File: config.mk
export PLATFORM = sky130hd
export DESIGN_NAME = bit_decision_sequencer
export DESIGN_NICKNAME = d
export VERILOG_FILES = /design/src/rtl/polar_pkg.sv /design/src/rtl/hard_decision.sv /design/src/rtl/bit_decision_sequencer.sv
export SDC_FILE = /design/constraint.sdc
export NUM_CORES = 1
export LEC_CHECK = 0
export CORE_MARGIN = 2
export CORE_UTILIZATION = 46
export CTS_CLUSTER_DIAMETER = 100
export DETAILED_ROUTE_END_ITERATION = 10
export PLACE_DENSITY = 0.89
export SYNTH_ARGS = -nofsm -noshare
export SYNTH_HDL_FRONTEND = slang
export SYNTH_SLANG_ARGS = --single-unit
export TNS_END_PERCENT = 5
File: constraint.sdc
create_clock -name clk -period 3.9 [get_ports clk]
set_input_delay 0.78 -clock clk [delete_from_list [all_inputs] [get_ports clk]]
set_output_delay 0.78 -clock clk [all_outputs]
set_load 0.02 [all_outputs]
File: src/rtl/polar_pkg.sv
// Shared encodings for the SC polar decoder control path.
// The bit-decision sequencer and the partial-sum calculator both import this package.
package polar_pkg;

  localparam int DEF_STATE_WIDTH      = 10;
  localparam int DEF_ID_COUNTER_WIDTH = 10;

  // One-hot state codes; 4 and 128+ are deliberately left unused.
  localparam logic [DEF_STATE_WIDTH-1:0] IDLE          = DEF_STATE_WIDTH'(1);
  localparam logic [DEF_STATE_WIDTH-1:0] WAIT_LLR      = DEF_STATE_WIDTH'(2);
  localparam logic [DEF_STATE_WIDTH-1:0] DONE          = DEF_STATE_WIDTH'(8);
  localparam logic [DEF_STATE_WIDTH-1:0] NEW_BIT_STORE = DEF_STATE_WIDTH'(16);
  localparam logic [DEF_STATE_WIDTH-1:0] READ          = DEF_STATE_WIDTH'(32);
  localparam logic [DEF_STATE_WIDTH-1:0] CAL_AND_STORE = DEF_STATE_WIDTH'(64);

  typedef enum logic [DEF_STATE_WIDTH-1:0] {
    ST_IDLE          = IDLE,
    ST_WAIT_LLR      = WAIT_LLR,
    ST_DONE          = DONE,
    ST_NEW_BIT_STORE = NEW_BIT_STORE,
    ST_READ          = READ,
    ST_CAL_AND_STORE = CAL_AND_STORE
  } state_t;

endpackage

File: src/rtl/hard_decision.sv
// Hard decision on a final bit LLR: negative LLR decides 1, zero or positive decides 0.
// Frozen bits are forced to 0 regardless of the LLR.
module hard_decision #(
  parameter int LLR_WIDTH = 8
) (
  input  logic signed [LLR_WIDTH-1:0] llr,
  input  logic                        frozen_flag,
  output logic                        hard_bit
);

  // Full signed compare rather than a bare MSB tap so every LLR bit is consumed.
  assign hard_bit = !frozen_flag && ($signed(llr) < $signed({LLR_WIDTH{1'b0}}));

endmodule

File: src/rtl/bit_decision_sequencer.sv
// Per-bit control stage ahead of the partial-sum calculator: decides each bit,
// then walks NEW_BIT_STORE -> READ -> CAL_AND_STORE until the calculator reports done.
//
// state         | meaning
// --------------+---------------------------------------------------------
// IDLE          | no frame in progress, waiting for start
// WAIT_LLR      | llr_ready high, waiting for the final LLR of the bit
// NEW_BIT_STORE | decision registered, calculator stores the new bit
// READ          | one cycle for the partial-sum BRAM read latency
// CAL_AND_STORE | calculator updates partial sums; leaves on fin
// DONE          | frame_done pulse after the last bit
module bit_decision_sequencer
  import polar_pkg::*;
#(
  parameter int STATE_WIDTH      = DEF_STATE_WIDTH,
  parameter int ID_COUNTER_WIDTH = DEF_ID_COUNTER_WIDTH,
  parameter int LLR_WIDTH        = 8
) (
  input  logic                        clk,
  input  logic                        reset_n,
  input  logic                        start,
  input  logic                        llr_valid,
  input  logic signed [LLR_WIDTH-1:0] llr,
  input  logic                        frozen_flag,
  input  logic                        partial_sum_sigle_bit_cal_fin,
  output logic                        llr_ready,
  output logic [STATE_WIDTH-1:0]      state,
  output logic                        new_bit_data,
  output logic [ID_COUNTER_WIDTH-1:0] id_counter_value,
  output logic                        u_hat_valid,
  output logic                        u_hat_data,
  output logic                        frame_done,
  output logic                        busy
);

  localparam logic [ID_COUNTER_WIDTH-1:0] LAST_ID = '1;

  state_t                      state_q, state_d;
  logic [ID_COUNTER_WIDTH-1:0] id_q, id_d;
  logic                        new_bit_q, new_bit_d;
  logic                        u_hat_valid_q, u_hat_valid_d;
  logic                        u_hat_data_q, u_hat_data_d;
  logic                        frame_done_q, frame_done_d;
  logic                        decision;

  hard_decision #(
    .LLR_WIDTH (LLR_WIDTH)
  ) u_hard_decision (
    .llr         (llr),
    .frozen_flag (frozen_flag),
    .hard_bit    (decision)
  );

  always_ff @(posedge clk or negedge reset_n) begin
    if (!reset_n) begin
      state_q       <= ST_IDLE;
      id_q          <= '0;
      new_bit_q     <= 1'b0;
      u_hat_valid_q <= 1'b0;
      u_hat_data_q  <= 1'b0;
      frame_done_q  <= 1'b0;
    end else begin
      state_q       <= state_d;
      id_q          <= id_d;
      new_bit_q     <= new_bit_d;
      u_hat_valid_q <= u_hat_valid_d;
      u_hat_data_q  <= u_hat_data_d;
      frame_done_q  <= frame_done_d;
    end
  end

  always_comb begin
    state_d       = state_q;
    id_d          = id_q;
    new_bit_d     = new_bit_q;
    u_hat_data_d  = u_hat_data_q;
    u_hat_valid_d = 1'b0;
    frame_done_d  = 1'b0;
    case (state_q)
      ST_IDLE: begin
        if (start) begin
          state_d = ST_WAIT_LLR;
          id_d    = '0;
        end
      end
      ST_WAIT_LLR: begin
        if (llr_valid) begin
          state_d       = ST_NEW_BIT_STORE;
          new_bit_d     = decision;
          u_hat_data_d  = decision;
          u_hat_valid_d = 1'b1;
        end
      end
      ST_NEW_BIT_STORE: begin
        // The last bit needs no partial-sum update, so it skips READ/CAL entirely.
        if (id_q == LAST_ID) begin
          state_d      = ST_DONE;
          frame_done_d = 1'b1;
        end else begin
          state_d = ST_READ;
        end
      end
      ST_READ: begin
        state_d = ST_CAL_AND_STORE;
      end
      ST_CAL_AND_STORE: begin
        if (partial_sum_sigle_bit_cal_fin) begin
          state_d = ST_WAIT_LLR;
          id_d    = id_q + ID_COUNTER_WIDTH'(1);
        end else begin
          state_d = ST_READ;
        end
      end
      ST_DONE: begin
        state_d = ST_IDLE;
        id_d    = '0;
      end
      default: begin
        state_d = ST_IDLE;
        id_d    = '0;
      end
    endcase
  end

  assign state            = STATE_WIDTH'(state_q);
  assign llr_ready        = (state_q == ST_WAIT_LLR);
  assign busy             = (state_q != ST_IDLE);
  assign new_bit_data     = new_bit_q;
  assign id_counter_value = id_q;
  assign u_hat_valid      = u_hat_valid_q;
  assign u_hat_data       = u_hat_data_q;
  assign frame_done       = frame_done_q;

endmodule

# ---- After elaboration in Yosys (flattened, before gate mapping)
# Cells that the tools add are included.
dict set report totals {
  out_inout_bits 26
  in_bits 14
  wordCells 36
  ff_bits 23
}
dict set report op_classes {
  mux 12
  bitwise 1
  n_eq_ne 10
  order_cmp 1
  n_reduce_logical 6
  add_sub_neg 1
}
# operator count
set op_table {}
lappend op_table {{10-bit one-hot mux with 5 select lines} 1}
lappend op_table {{10-bit 2-to-1 mux} 4}
lappend op_table {{10-bit one-hot mux with 3 select lines} 1}
lappend op_table {{6-bit 2-to-1 mux} 2}
lappend op_table {{10-bit by 1-bit adder with 10-bit output (second input constant)} 1}
lappend op_table {{10-bit by 1-bit == test with 1-bit output (second input constant)} 1}
lappend op_table {{10-bit == test (second input constant)} 1}
lappend op_table {{10-bit by 2-bit == test with 1-bit output (second input constant)} 1}
lappend op_table {{10-bit by 5-bit == test with 1-bit output (second input constant)} 1}
lappend op_table {{10-bit by 6-bit == test with 1-bit output (second input constant)} 1}
lappend op_table {{10-bit by 7-bit == test with 1-bit output (second input constant)} 1}
lappend op_table {{10-bit by 1-bit inequality test with 1-bit output (second input constant)} 1}
lappend op_table {{8-bit by 1-bit less-than comparator with 1-bit output (second input constant)} 1}
lappend op_table {{2-bit inequality test (second input constant)} 3}
lappend op_table {{1-bit 2-to-1 mux} 4}
lappend op_table {{2-bit AND reduction} 2}
lappend op_table {{3-bit AND reduction} 1}
lappend op_table {{3-bit OR reduction} 1}
lappend op_table {{1-bit logical AND} 1}
lappend op_table {{1-bit zero test} 1}
lappend op_table {{1-bit NOT} 1}

# ---- Logic depth before layout (Yosys ltp)
# Gate-level depths: netlist of the first run.
dict set report depth {
  ltp_word 4
  depth_mapped 5
  mapped_depth_nobuf 5
}

# ---- Hierarchy
# From an unflattened synthesis of the first run, not the netlist that was laid out.
dict set report hier_totals {
  cells_unflattened 106
  area_unflattened_um2 1073.5
}
# module n_inst cells_per_inst area_each_um2
set modules_own_cells {}
lappend modules_own_cells {bit_decision_sequencer 1 105 1059.8}
lappend modules_own_cells {hard_decision 1 1 13.8}

# ---- Least setup slack after synthesis of the first run
# OpenSTA, ideal clock, no wires.
dict set report synth_path {
  kind {reg-to-reg}
  from {register state_q[1] (netlist: state[1])}
  to {register state_q[1] (netlist: state[1])}
  slack_ps 1814
  path_stages_with_launch 5
  t_arrival_ps 2005
  required_ps 3819
  n_path_buf 0
  synth_period_minus_slack_ps 2086
  cell_sequence {dfrtp_1 or4_4 or2_4 or4_4 a31oi_2}
}
dict set report synth_between {
  elab_chain_cells 3
  elab_cells_between_ends 9
}
# item line
set synth_lines {}
lappend synth_lines {{start: declaration} bit_decision_sequencer.sv:38} ;# state_t state_q, state_d;
lappend synth_lines {{start signal: assignment} bit_decision_sequencer.sv:63} ;# state_q <= state_d;
lappend synth_lines {{10-bit by 2-bit == test with 1-bit output / 10-bit by 1-bit == test with 1-bit output (equally long branches)} bit_decision_sequencer.sv:79} ;# case (state_q)
lappend synth_lines {{2-bit inequality test (no line)} --}
lappend synth_lines {{2-bit AND reduction (no line)} --}
# Parallel ways exist; a longest one is shown, timed or not.
# A chain may end at the register's enable or synchronous reset.

# ---- Worst setup path after layout of the first run
dict set report layout_path {
  from {register state_q[5] (netlist: state[5])}
  to {output port llr_ready}
}
dict set report layout_between {
  elab_chain_cells 1
}
# item line
set layout_lines {}
lappend layout_lines {{10-bit by 2-bit == test with 1-bit output} bit_decision_sequencer.sv:126} ;# assign llr_ready = (state_q == ST_WAIT_LLR);
lappend layout_lines {{end: declaration} bit_decision_sequencer.sv:26} ;# output logic llr_ready,
# Every way passes these cells.

==> metrics.txt, run 1 <==
share of the clock period used by the worst path=75.5%; Die Wd=52.1 um; Global Route Usage Sum=19.0%; die area=2720 um^2; Post-Syn Instances=106; total wire length=2450 um; initial antenna violation count=0; global placement routability congestion=0.832; Cell Count, Final, Fillers Out=163; post-route setup TNS=0 ps; sequential power share=39.1%; post-synth cell types=41; H-tree Lvls=1; placed cell count=159; CP required=3120 ps; I/O Buffers=28; final hold violation count=0; row count=17; setup violators final=0; Via density=5.81; Leak=0.596 nW; hold buffers post-CTS=0; Core Area=2210 um^2; kind of critical path=reg -> out; Int Pwr=0.395 mW; number of global-route vias before repair=847; fillcell total=181; clk slew on worst S/H paths=110 ps; Worst Hold Class=reg -> reg; largest fanout on the critical path=7; share of post-route cells with drive strength above 1=11.9%; worst hold stages=1; PostCTS Resize Cnt=0; Fmax=339 MHz; most common cell after layout, fill and taps aside=clkdlybuf4s50_1; sequential area share after synthesis=44.7%; commonest non-fill, non-tap cells in the layout=clkdlybuf4s50_1, dfrtp_1, nand2_1, nor3_1, or3_1; Vias=947; Sw Pwr=0.245 mW; I/O pin count=40; NumNets Final=151; flop2flop setup slack=1740 ps; Area Overhead vs Synth=30.3%; synth top area cells=dfrtp_1, buf_4, nor3_1; hold_ws=556 ps; ANT cells=0; # clock sinks=19; status=finished, final reports clean; gr ovfl total=0; skew final=1.10 ps; clock share of power=15.7%; worst skew pair latency=290 ps; startpoint types=register; routed length per instance=15.0 um; CP arrival=2170 ps; Switching Fraction=38.3%; largest net degree at the start of global routing=20; Post-Synthesis Cell Area=1070 um^2; synth warn=0; max-slew violations=0; Tmin final=2950 ps; Clock Path Buffers=2; first-pass GRT wire length=3860 um; DRC=0; r2r worst-path depth=4; Slew Limit Headroom=44.3%; total chip power=0.640 mW; RSZ-0062 raised after global routing=false; Clock Tree Root=clkbuf_4; Max Cap Viol=0; DP HPWL=1760 um; Die Y=52.1 um; Syn Area/Cell=10.1 um^2; CTS Buf Count=3; share of the synthesized area in the top cell type=42.3%; Iter 0 DRT Violations=29; total setup buffers inserted after CTS=0; Crit. End Element=primary output; Power Density=461 nW/um^2; combinational share of power=45.2%; DRT Pass-1 Iters=5; Initial Util=48.2%; cell accounting for the most synthesized area=dfrtp_1; Slew @ Worst Pin=833 ps; TritonCTS clock tree=yes; post-route ant nets=0; maximum vdd drop=326 uV; post-synthesis register bit count=19
==> state kept, by name (all words and copies together), names as in the netlist <==
| signal | cells |
|---|---|
| frame_done | 1 |
| id_counter_value | 10 |
| state | 6 |
| u_hat_data | 1 |
| u_hat_valid | 1 |
==> final timing paths <==
kind                                  endpoint  startpoint
min                                   state[6]    state[6]
max                                  llr_ready    state[5]
max in group asynchronous  id_counter_value[3]     reset_n
min reg2reg                           state[6]    state[6]
max reg2reg                id_counter_value[0]    state[1]
min in group asynchronous           u_hat_data     reset_n
==> synth_stat cells (all sizes together) <==
library cell	number
or3	5
conb	1
o22ai	2
buf	7
and2	3
a22o	3
o211a	2
ha	1
nand4	1
nor3	7
xor2	1
dfrtp	18
and3b	1
or4	2
o21ai	3
nor3b	1
nor4	3
o31ai	3
a221o	1
o41ai	1
o211ai	2
dfstp	1
mux2	2
or2	3
clkbuf	1
nor2b	1
inv	1
nor4bb	1
nand3	4
nand2	9
nand3b	2
nor2	4
a2111oi	1
a2111o	3
a31oi	2
nand2b	3
==> through the flow <==
step                      area, um^2  setup WS (ps)  util (%)
after CTS                       1390            964      62.8
after floorplan                 1080           1810         -
final                           1390            954      62.8
after global routing            1390            891      62.8
after detailed placement        1360           1330      61.6
after global placement          1360           1390      61.6
==> area by class of cell <==
type / instances / area (um^2) / area share, %
clock buffer: 4 / 26.3 / 1.89
tap: 28 / 35.0 / 2.52
sequential: 19 / 477 / 34.3
inverter: 1 / 3.75 / 0.270
multi-input combinational: 81 / 552 / 39.7
timing repair buffer: 30 / 295 / 21.3
==> critical path: stages, from the launching register on <==
cell and delay, ps:
dfrtp_1 450, nor4_1 490, and3b_1 300, clkdlybuf4s50_1 630
==> routing by layer <==
metal,track usage (%),wire (um),vias up
li1,-,-,454
met3,2.59,108,2
met1,26.5,1110,459
met4,4.27,14,0
met2,31.4,1220,32
met5,0,0,-
==> power by group through the flow <==
stage / sequential [mW] / clock (mW) / combinational, mW
after floorplan: 0.273 / 0 / 0.162
after global placement: 0.250 / 0 / 0.282
after detailed placement: 0.255 / 0 / 0.289
after CTS: 0.251 / 0.0996 / 0.290
after global routing: 0.255 / 0.107 / 0.309
final: 0.250 / 0.100 / 0.290
==> logic make-up after synthesis <==
| kind of cell | after synthesis | share of synthesized area (%) |
|---|---|---|
| fa+ha+maj | 1 | 1.17 |
| compound gates | 23 | 18.0 |
| simple gates | 50 | 27.7 |
| xor+xnor | 1 | 0.822 |
| flops | 19 | 44.7 |
| buf+inv | 9 | 5.16 |
| mux | 2 | 2.11 |
| other cells | 1 | 0.352 |
Note: power is estimated with default switching activity, not from simulation.
==> run 2: changes to the inputs <==
--- a/config.mk
+++ b/config.mk
@@ -5,11 +5,12 @@
 export SDC_FILE = /design/constraint.sdc
 export NUM_CORES = 1
 export LEC_CHECK = 0
+export CORE_ASPECT_RATIO = 2
 export CORE_MARGIN = 2
-export CORE_UTILIZATION = 46
+export CORE_UTILIZATION = 39
 export CTS_CLUSTER_DIAMETER = 100
 export DETAILED_ROUTE_END_ITERATION = 10
-export PLACE_DENSITY = 0.89
+export PLACE_DENSITY = 0.81
 export SYNTH_ARGS = -nofsm -noshare
 export SYNTH_HDL_FRONTEND = slang
 export SYNTH_SLANG_ARGS = --single-unit
==> constraint.sdc (replaced) <==
create_clock -name clk -period 2.6 [get_ports clk]
set_input_delay 0.52 -clock clk [delete_from_list [all_inputs] [get_ports clk]]
set_output_delay 0.52 -clock clk [all_outputs]
set_load 0.02 [all_outputs]
==> metrics.txt, run 2 (synthesized netlist as in run 1, its figures left out) <==
Slew Limit Headroom=63.3%; max reg flops=10; Int Pwr=0.640 mW; Crit. End Element=primary output; Switching Fraction=36.7%; Clock Path Buffers=2; I/O pin count=40; Sw Pwr=0.371 mW; first-pass GRT wire length=3950 um; PostCTS Resize Cnt=0; Max Cap Viol=0; CTS Buf Count=3; hold_ws=552 ps; maximum vdd drop=451 uV; die area=3190 um^2; largest net degree at the start of global routing=20; Clock Tree Root=clkbuf_8; share of the clock period used by the worst path=95.7%; commonest non-fill, non-tap cells in the layout=clkdlybuf4s50_1, dfrtp_1, nand2_1, nor3_1, or3_1; kind of critical path=reg -> out; DRC=0; combinational share of power=42.6%; clock share of power=20.2%; NumNets Final=152; clk slew on worst S/H paths=70 ps; worst skew pair latency=260 ps; Via density=5.87; pre-CTS setup slack=275 ps; final hold violation count=0; Fmax=402 MHz; number of global-route vias before repair=857; routed length per instance=15.1 um; PnR worst setup slack=113 ps; DRT Pass-1 Iters=4; share of post-route cells with drive strength above 1=12.5%; total wire length=2480 um; Slew @ Worst Pin=549 ps; DP HPWL=1890 um; Power Density=714 nW/um^2; CP required=2080 ps; post-route setup TNS=0 ps; Leak=0.609 nW; CP arrival=1970 ps; Worst Hold Class=reg -> reg; max-slew violations=0; Global Route Usage Sum=17.1%; row count=26; H-tree Lvls=1; Initial Util=41.5%; Die Wd=41.0 um; Area Overhead vs Synth=32.7%; TritonCTS clock tree=yes; placed cell count=160; Vias=963; setup violators final=0; ANT cells=0; fillcell total=249; Cell Count, Final, Fillers Out=164; post-route ant nets=0; gr ovfl total=0; global placement routability congestion=0.795; RSZ-0062 raised after global routing=false; status=finished, final reports clean; total setup buffers inserted after CTS=0; Core Area=2570 um^2; Die Y=77.9 um; skew final=3.67 ps; I/O Buffers=28; Final Util=55.1%; initial antenna violation count=0; largest fanout on the critical path=7; most common cell after layout, fill and taps aside=clkdlybuf4s50_1; Iter 0 DRT Violations=17; # clock sinks=19; sequential power share=37.2%; Tmin final=2490 ps; startpoint types=register; hold buffers post-CTS=0
## run 2: cell types whose count changed in the layout (fill, tap and decap cells not counted), sizes merged
| cell | delta |
|---|---|
| buf | +1 |
## run 2: path summary, 6_finish.rpt
path / from / end / slack (ps) / cells after the start
worst max-delay path: state[5] / llr_ready / 110 / 3
worst min-delay path: state[6] / state[6] / 550 / 1
worst max register to register: state[1] / id_counter_value[0] / 450 / 4
worst min register to register: state[6] / state[6] / 550 / 1
max in group asynchronous: reset_n / state[0] / 1740 / 2
min in group asynchronous: reset_n / id_counter_value[7] / 590 / 2
## run 2: power groups by stage
stage	combinational, mW	clock (mW)	sequential, mW
after floorplan	0.242	0	0.409
after global placement	0.420	0	0.376
after detailed placement	0.431	0	0.382
after CTS	0.432	0.203	0.376
after global routing	0.464	0.218	0.381
final	0.430	0.205	0.376
## run 2: layout make-up
type,instances,area [um^2],area share [%]
Inverter,1,3.75,0.265
Timing Repair Buffer,31,303,21.4
Sequential cell,19,477,33.7
Tap cell,28,35.0,2.48
Clock buffer,4,45.0,3.18
Multi-Input combinational cell,81,552,39.0
## run 2: stage by stage
stage / area (um^2) / power (mW)
2_1_floorplan: 1080 / 0.651
3_3_place_gp: 1360 / 0.796
3_5_place_dp: 1360 / 0.813
4_1_cts: 1410 / 1.01
5_1_grt: 1420 / 1.06
6_report: 1420 / 1.01
## run 2: per-layer routing
metal  part of all wire, %  track usage (%)
met5                     0                0
met4                   1.3             4.67
met2                    56             28.9
met1                    39             21.4
met3                   3.6             1.71
## run 2: critical path: stages (launching register included)
cell and delay (ps):
dfrtp_1 450, nor4_2 370, and3b_1 280, clkdlybuf4s50_1 620
